==> config.mk <==
export PLATFORM = sky130hd
export DESIGN_NAME = instr_encoder_writer
export DESIGN_NICKNAME = d
export VERILOG_FILES = /design/src/rtl/instr_encoder_writer.sv
export SDC_FILE = /design/constraint.sdc
export NUM_CORES = 1
export LEC_CHECK = 0
export BUFFER_PORTS_ARGS = -buffer_cell sky130_fd_sc_hd__buf_2
export CORE_MARGIN = 1
export CORE_UTILIZATION = 35
export DETAILED_ROUTE_END_ITERATION = 8
export PLACE_DENSITY = 0.51
export SLEW_MARGIN = 30
export SYNTH_ARGS = -nofsm -noshare
export SYNTH_HDL_FRONTEND = slang
export SYNTH_SLANG_ARGS = --single-unit
==> constraint.sdc <==
create_clock -name clk -period 2.8 [get_ports clk]
set_input_delay 0.28 -clock clk [delete_from_list [all_inputs] [get_ports clk]]
set_output_delay 0.28 -clock clk [all_outputs]
set_load 0.05 [all_outputs]
==> src/rtl/instr_encoder_writer.sv <==
// instr_encoder_writer: packs decoder-format fields into 32-bit words
// and streams them through a small FIFO into instruction memory.
module instr_encoder_writer #(
  parameter int DEPTH = 4,
  parameter int ADDR_W = 27,
  parameter longint ADDR_LIMIT = 2**27
) (
  input  logic              clk,
  input  logic              reset,
  input  logic              in_valid,
  output logic              in_ready,
  input  logic [1:0]        in_fmt,
  input  logic [3:0]        in_instr_op,
  input  logic [3:0]        in_alu_op,
  input  logic [3:0]        in_areg,
  input  logic [3:0]        in_breg,
  input  logic [3:0]        in_dreg,
  input  logic [31:0]       in_const,
  input  logic              in_oe,
  output logic              mem_we,
  output logic [ADDR_W-1:0] mem_addr,
  output logic [31:0]       mem_data,
  input  logic              mem_busy,
  input  logic              addr_load,
  input  logic [ADDR_W-1:0] addr_base,
  output logic [ADDR_W-1:0] words_written,
  output logic              enc_err,
  input  logic              err_clr
);

  localparam int PW = $clog2(DEPTH);
  localparam int CW = $clog2(DEPTH + 1);
  localparam logic [ADDR_W-1:0] LAST =
    ADDR_W'(ADDR_LIMIT - 1);

  logic [31:0] word;
  logic        ovf;

  always_comb begin
    word = '0;
    ovf  = 1'b0;
    unique case (in_fmt)
      2'd0: word = {in_instr_op, 1'b0, in_alu_op,
                    11'b0, in_areg, in_breg, in_dreg};
      2'd1: begin
        word = {in_instr_op, 1'b1, in_alu_op,
                in_const[10:0], in_areg, 4'b0, in_dreg};
        ovf  = !(&in_const[31:10] || ~|in_const[31:10]);
      end
      2'd2: begin
        word = {in_instr_op, in_const[15:0],
                in_areg, 4'b0, in_dreg};
        ovf  = !(&in_const[31:15] || ~|in_const[31:15]);
      end
      2'd3: begin
        word = {in_instr_op, in_const[26:0], in_oe};
        ovf  = !(&in_const[31:26] || ~|in_const[31:26]);
      end
    endcase
  end

  logic [31:0]   store [DEPTH];
  logic [PW-1:0] wptr;
  logic [PW-1:0] rptr;
  logic [CW-1:0] count;
  logic          full;
  logic          empty;
  logic          push;
  logic          pop;

  assign full     = count == CW'(DEPTH);
  assign empty    = count == '0;
  assign in_ready = !full;
  assign push     = in_valid && !full;
  assign pop      = !empty && !mem_busy;
  assign mem_we   = !empty;
  assign mem_data = empty ? '0 : store[rptr];

  always_ff @(posedge clk) begin
    if (push) store[wptr] <= word;
  end

  always_ff @(posedge clk) begin
    if (reset) begin
      wptr  <= '0;
      rptr  <= '0;
      count <= '0;
    end else begin
      if (push) wptr <= wptr + 1'b1;
      if (pop)  rptr <= rptr + 1'b1;
      unique case ({push, pop})
        2'b10:   count <= count + 1'b1;
        2'b01:   count <= count - 1'b1;
        default: count <= count;
      endcase
    end
  end

  logic [ADDR_W-1:0] cnt;
  logic [ADDR_W-1:0] base;

  assign mem_addr = cnt;

  // a load overrides the counter step but the popped word still counts
  always_ff @(posedge clk) begin
    if (reset) begin
      cnt           <= '0;
      base          <= '0;
      words_written <= '0;
    end else begin
      if (pop) words_written <= words_written + 1'b1;
      if (addr_load) begin
        base <= addr_base;
        cnt  <= addr_base;
      end else if (pop) begin
        cnt <= (cnt == LAST) ? base : cnt + 1'b1;
      end
    end
  end

  always_ff @(posedge clk) begin
    if (reset)             enc_err <= 1'b0;
    else if (push && ovf)  enc_err <= 1'b1;
    else if (err_clr)      enc_err <= 1'b0;
  end

endmodule
==> results.sh, run 1 <==
export IMPL_r2r_start="mem_addr[0]$_SDFFE_PP0P_"
export IMPL_port_buffers=176
export IMPL_hold_viol=0
export IMPL_final_common_cell="buf_2"
export IMPL_arrival_ps=2240
export IMPL_dpl_instance_area_um2=11400
export IMPL_core_area_um2=27900
export IMPL_synthArstFlopShare=0
export IMPL_cp_max_fo=27
export IMPL_syn_inst=851
export IMPL_num_rows=61
export IMPL_synth_largest_area_cell="edfxtp_1"
export IMPL_synth_edf_count=128
export IMPL_clk_path_buf_depth=3
export IMPL_track_usage=0.179
export IMPL_ys_flop_type="edfxtp_1"
export IMPL_grt_first_pass_wirelength_um=40900
export IMPL_max_slew_margin_rel=0.388
export IMPL_setup_tns_ps=0
export IMPL_cp_num_buf_inv=2
export IMPL_die_area_um2=29300
export IMPL_ys_ff_latch=219
export IMPL_cp_end_kind="output port"
export IMPL_ys_seq_area_frac=0.566
export IMPL_setup_violations=0
export IMPL_cts_sinks=219
export IMPL_finalCriticalPeriod_ps=2520
export IMPL_cap_violations=0
export IMPL_clk_latency_ps=520
export IMPL_place_hpwl_um=17700
export IMPL_nFillCells=2722
export IMPL_hp_class="in2reg"
export IMPL_antenna_found_initial=0
export IMPL_stdcell_area_um2=12200
export IMPL_start_util=0.358
export IMPL_total_power_mw=10.6
export IMPL_syn2layout_area_growth_pct=22.3
export IMPL_nNetsFinal=1137
export IMPL_final_layout_size_suffix_gt1_frac=0.285
export IMPL_layout_setup_ws_ps=284
export IMPL_synth_nets=947
export IMPL_ir_drop_mv=0.529
export IMPL_synth_top_cell_area_share=0.384
export IMPL_final_cell_mix="buf_2 (176), edfxtp_1 (128), dfxtp_1 (90)"
export IMPL_vias=7388
export IMPL_p_per_area_nw_per_um2=866
export IMPL_slew_violations=0
export IMPL_wl_per_cell_um=18.1
export IMPL_cpMaxStageDelayCell="mux4_2"
export IMPL_antenna_cells=0
export IMPL_cts_tree="yes"
export IMPL_ys_warn_count=0
export IMPL_regArea_um2=5670
export IMPL_cp_required_ps=2520
export IMPL_synth_area_leaders="edfxtp_1 (38%), dfxtp_1 (18%), mux4_2 (7.2%), mux2i_1 (3.3%), nor2_1 (3.3%)"
export IMPL_timing_fmax_mhz=397
export IMPL_multi_input_area_um2=4070
export IMPL_synth_area_um2=10000
export IMPL_drt_iter0_drc=456
export IMPL_path_clk_slew_ps=60
export IMPL_grt_setup_unrepaired="no"
export IMPL_overflow=0
export IMPL_hp_start="addr_base[26]"
export IMPL_yosysUniqueCellTypes=61
export IMPL_outcome="complete, no violations"
export IMPL_cp_start_kind="flip-flop"
export IMPL_synth_area_per_cell_um2=11.8
export IMPL_grt_pass1_vias=7285
export IMPL_tightest_slew_ps=918
export IMPL_dp_slack_ps=396
export IMPL_htreeDepth=1
export IMPL_numCtsBuffers=25
export IMPL_cp_cell_sequence="buf_12 > mux4_2 > and2_1 > buf_2"
export IMPL_gp_congestion=0.822
export IMPL_dr_pass1_iters=5
export IMPL_final_util=0.438
export IMPL_p_leak_nw=4.66
export IMPL_drc=0
export IMPL_boundaryPins=177
export IMPL_cts_root_buffer="clkbuf_16"
export IMPL_ant_nets=0
export IMPL_fin_skew_ps=8.21
export IMPL_critPathKind="reg2out"
export IMPL_slowest_delay_ps=530
export IMPL_critPathTopFamily="multiplexers"
export IMPL_routed_via_density=5.14
export IMPL_grt_start_max_net_pins=45
export IMPL_die_h_um=171
export IMPL_finalCritPeriodShare=0.899
export IMPL_die_w_um=171
export IMPL_drt_wl_total_um=26000
[through the flow]
| step | hold slack [ps] | std cells |
|---|---|---|
| after floorplan | 379 | 851 |
| after global placement | 456 | 1388 |
| final | 19.0 | 1438 |
| after global routing | 21.2 | 1438 |
| after CTS | 3.60 | 1438 |
| after detailed placement | 457 | 1388 |
[worst reg2reg max path, stage by stage, from the launching register on]
cell	delay, ps
dfxtp_1	480
ha_1	300
nand2_1	130
or4_1	530
or3_4	510
o311a_1	350
[routing by layer]
metal / GRT usage / vias to the layer above / wire length [µm]
met1: 0.249 / 3557 / 12100
li1: - / 3576 / -
met3: 0.0328 / 33 / 1480
met2: 0.289 / 222 / 11900
met4: 0.0431 / 0 / 480
met5: 0 / - / 0
[logic make-up (layout without fill, tap and decap cells)]
group                    after synthesis  after routing  synth area share
flip-flops                           219            219             0.566
adder cells (fa/ha/maj)                8              8            0.0107
multiplexers                          84             84             0.126
AND/OR/NAND/NOR                      319            319             0.161
AO/OA/AOI/OAI                        113            113            0.0761
buffers and inverters                 71            280            0.0279
XOR/XNOR                              37             37            0.0324
[power breakdown]
| group | internal, mW | switching, mW |
|---|---|---|
| clock | 1.79 | 1.26 |
| sequential | 3.77 | 0.195 |
| combinational | 1.10 | 2.49 |
[cells in the mapped netlist, types with 3 or more instances]
| library cell | n |
|---|---|
| and2_1 | 34 |
| or3_1 | 10 |
| nand3_1 | 37 |
| o2bb2ai_1 | 5 |
| mux2_2 | 19 |
| mux2i_1 | 33 |
| and4_1 | 7 |
| a311oi_1 | 3 |
| a21oi_1 | 35 |
| buf_2 | 4 |
| mux4_2 | 32 |
| xor2_1 | 15 |
| nor4b_1 | 3 |
| nor3_1 | 18 |
| buf_1 | 9 |
| nor2_1 | 87 |
| nor4_1 | 13 |
| nand4_1 | 21 |
| o21ai_0 | 12 |
| o31ai_1 | 4 |
| nand2_1 | 65 |
| a221oi_1 | 4 |
| dfxtp_1 | 91 |
| inv_1 | 22 |
| xnor2_1 | 22 |
| and3_1 | 9 |
| ha_1 | 7 |
| a41oi_1 | 3 |
| a22o_1 | 7 |
| o211ai_1 | 4 |
| a31oi_1 | 10 |
| edfxtp_1 | 128 |
| clkbuf_1 | 34 |
| a211oi_1 | 9 |
[final timing paths]
check,depth (start not counted),end,slack (ps)
worst max-delay path,4,mem_data[22],280
worst min-delay path,3,base[26]$_SDFFE_PP0P_,20
worst max register to register,5,mem_addr[26]$_SDFFE_PP0P_,390
worst min register to register,2,base[24]$_SDFFE_PP0P_,470
[area by class of cell]
type | instances | area share
tap | 378 | 0.0386
clock buffer | 33 | 0.0552
clock inverter | 13 | 0.00766
timing repair buffer | 211 | 0.0963
sequential | 219 | 0.463
inverter | 23 | 0.00705
multi-input combinational | 561 | 0.332
[flip-flops by register name, indices dropped and copies added, names as in the netlist, named ones only]
| name | count |
|---|---|
| base | 27 |
| enc_err | 1 |
| words_written | 27 |
| mem_addr | 27 |
| wptr | 2 |
| rptr | 2 |
| store | 128 |
| count | 3 |
[what timing repair did]
item                                   in CTS  in global routing
buffers inserted                            0                  0
hold buffers                                4                  0
endpoints found under the hold margin      16                  0
gates resized for setup                     0                  0
(Power assumes the default switching activity.)
==> run 2, diff against run 1 <==
--- a/config.mk
+++ b/config.mk
@@ -5,11 +5,11 @@
 export SDC_FILE = /design/constraint.sdc
 export NUM_CORES = 1
 export LEC_CHECK = 0
-export BUFFER_PORTS_ARGS = -buffer_cell sky130_fd_sc_hd__buf_2
 export CORE_MARGIN = 1
 export CORE_UTILIZATION = 35
 export DETAILED_ROUTE_END_ITERATION = 8
-export PLACE_DENSITY = 0.51
+export DONT_BUFFER_PORTS = 1
+export PLACE_DENSITY = 0.46
 export SLEW_MARGIN = 30
 export SYNTH_ARGS = -nofsm -noshare
 export SYNTH_HDL_FRONTEND = slang
==> results.sh, run 2 (synthesized netlist as in run 1, its figures left out) <==
export IMPL_outcome="complete, no violations"
export IMPL_core_area_um2=27900
export IMPL_nNetsFinal=1030
export IMPL_grt_pass1_vias=7305
export IMPL_grt_start_max_net_pins=88
export IMPL_antenna_cells=0
export IMPL_htreeDepth=1
export IMPL_grt_setup_unrepaired="no"
export IMPL_setup_violations=0
export IMPL_p_per_area_nw_per_um2=874
export IMPL_placed_cells=1247
export IMPL_hp_class="in2reg"
export IMPL_timing_fmax_mhz=406
export IMPL_overflow=0
export IMPL_place_hpwl_um=17900
export IMPL_final_layout_size_suffix_gt1_frac=0.181
export IMPL_path_clk_slew_ps=60
export IMPL_slew_violations=0
export IMPL_gp_congestion=0.854
export IMPL_cts_root_buffer="clkbuf_16"
export IMPL_drc=0
export IMPL_syn2layout_area_growth_pct=20.1
export IMPL_final_instance_count_excl_fill=1330
export IMPL_cts_sinks=219
export IMPL_nFillCells=2616
export IMPL_clk_path_buf_depth=3
export IMPL_dp_slack_ps=590
export IMPL_layout_setup_ws_ps=336
export IMPL_p_leak_nw=4.22
export IMPL_drt_iter0_drc=479
export IMPL_cp_start_kind="flip-flop"
export IMPL_regMostFlops="store"
export IMPL_routed_via_density=5.38
export IMPL_arrival_ps=2180
export IMPL_post_cts_buffers=0
export IMPL_finalCritPeriodShare=0.880
export IMPL_regArea_um2=5670
export IMPL_clk_latency_ps=530
export IMPL_max_slew_margin_rel=0.498
export IMPL_cap_violations=0
export IMPL_cp_max_fo=18
export IMPL_fin_skew_ps=17.0
export IMPL_die_area_um2=29300
export IMPL_port_buffers=0
export IMPL_ant_nets=0
export IMPL_track_usage=0.183
export IMPL_cts_tree="yes"
export IMPL_boundaryPins=177
export IMPL_tightest_slew_ps=746
export IMPL_total_power_mw=10.5
export IMPL_dr_pass1_iters=5
export IMPL_drt_wl_total_um=26800
export IMPL_final_cell_mix="edfxtp_1 (128), dfxtp_1 (89), nor2_1 (86)"
export IMPL_antenna_found_initial=0
export IMPL_vias=7151
export IMPL_wl_per_cell_um=20.2
export IMPL_numCtsBuffers=26
export IMPL_critPathKind="reg2out"
export IMPL_final_util=0.431
export IMPL_cp_end_kind="output port"
export IMPL_multi_input_area_um2=4080
export IMPL_grt_first_pass_wirelength_um=41400
export IMPL_die_w_um=171
export IMPL_hold_viol=0
export IMPL_start_util=0.358
export IMPL_setup_tns_ps=0
export IMPL_num_rows=61
export IMPL_die_h_um=171
export IMPL_cp_required_ps=2520
export IMPL_largest_reg_flops=128
export IMPL_ir_drop_mv=0.683
export IMPL_final_common_cell="edfxtp_1"
export IMPL_finalCriticalPeriod_ps=2460
run 2: worst max-delay path: stages (launching register included):
cell and delay (ps):
dfxtp_2 680, buf_4 290, mux4_2 210, and2_1 470
run 2: power by group:
| part | internal (mW) | leakage (nW) | total (mW) | switching [mW] |
|---|---|---|---|---|
| combinational | 0.931 | 1.89 | 3.35 | 2.42 |
| clock | 1.91 | 0.396 | 3.24 | 1.34 |
| sequential | 3.77 | 1.93 | 3.92 | 0.156 |
run 2: stage by stage:
step	cell area (µm²)	hold slack (ps)
after floorplan	10000	379
after global placement	10800	358
after detailed placement	10800	362
after CTS	12000	0.314
after global routing	12000	11.1
final	12000	15.4
run 2: routing by layer:
metal	wire length [µm]	GRT usage	vias to the layer above
li1	-	-	3355
met1	11400	0.231	3519
met2	12900	0.312	235
met3	1970	0.0421	42
met4	661	0.0501	0
met5	0	0	-
run 2: worst paths after layout:
| check | slack (ps) | to | cells past startpoint | start |
|---|---|---|---|---|
| min | 20 | base[11]$_SDFFE_PP0P_ | 2 | addr_load |
| min reg2reg | 470 | base[8]$_SDFFE_PP0P_ | 2 | base[8]$_SDFFE_PP0P_ |
| max reg2reg | 590 | mem_addr[11]$_SDFFE_PP0P_ | 6 | mem_addr[0]$_SDFFE_PP0P_ |
| max | 340 | mem_data[11] | 3 | flip-flop |
run 2: final cells by class:
type,instances,area share
Clock buffer,32,0.0560
Clock inverter,14,0.0126
Inverter,23,0.00718
Multi-Input combinational cell,561,0.339
Sequential cell,219,0.471
Tap cell,378,0.0393
Timing Repair Buffer,103,0.0749
run 2: what timing repair did:
action / in CTS / in global routing
endpoints found under the hold margin: 111 / 0
hold buffers: 37 / 0
resized for setup: 0 / 0
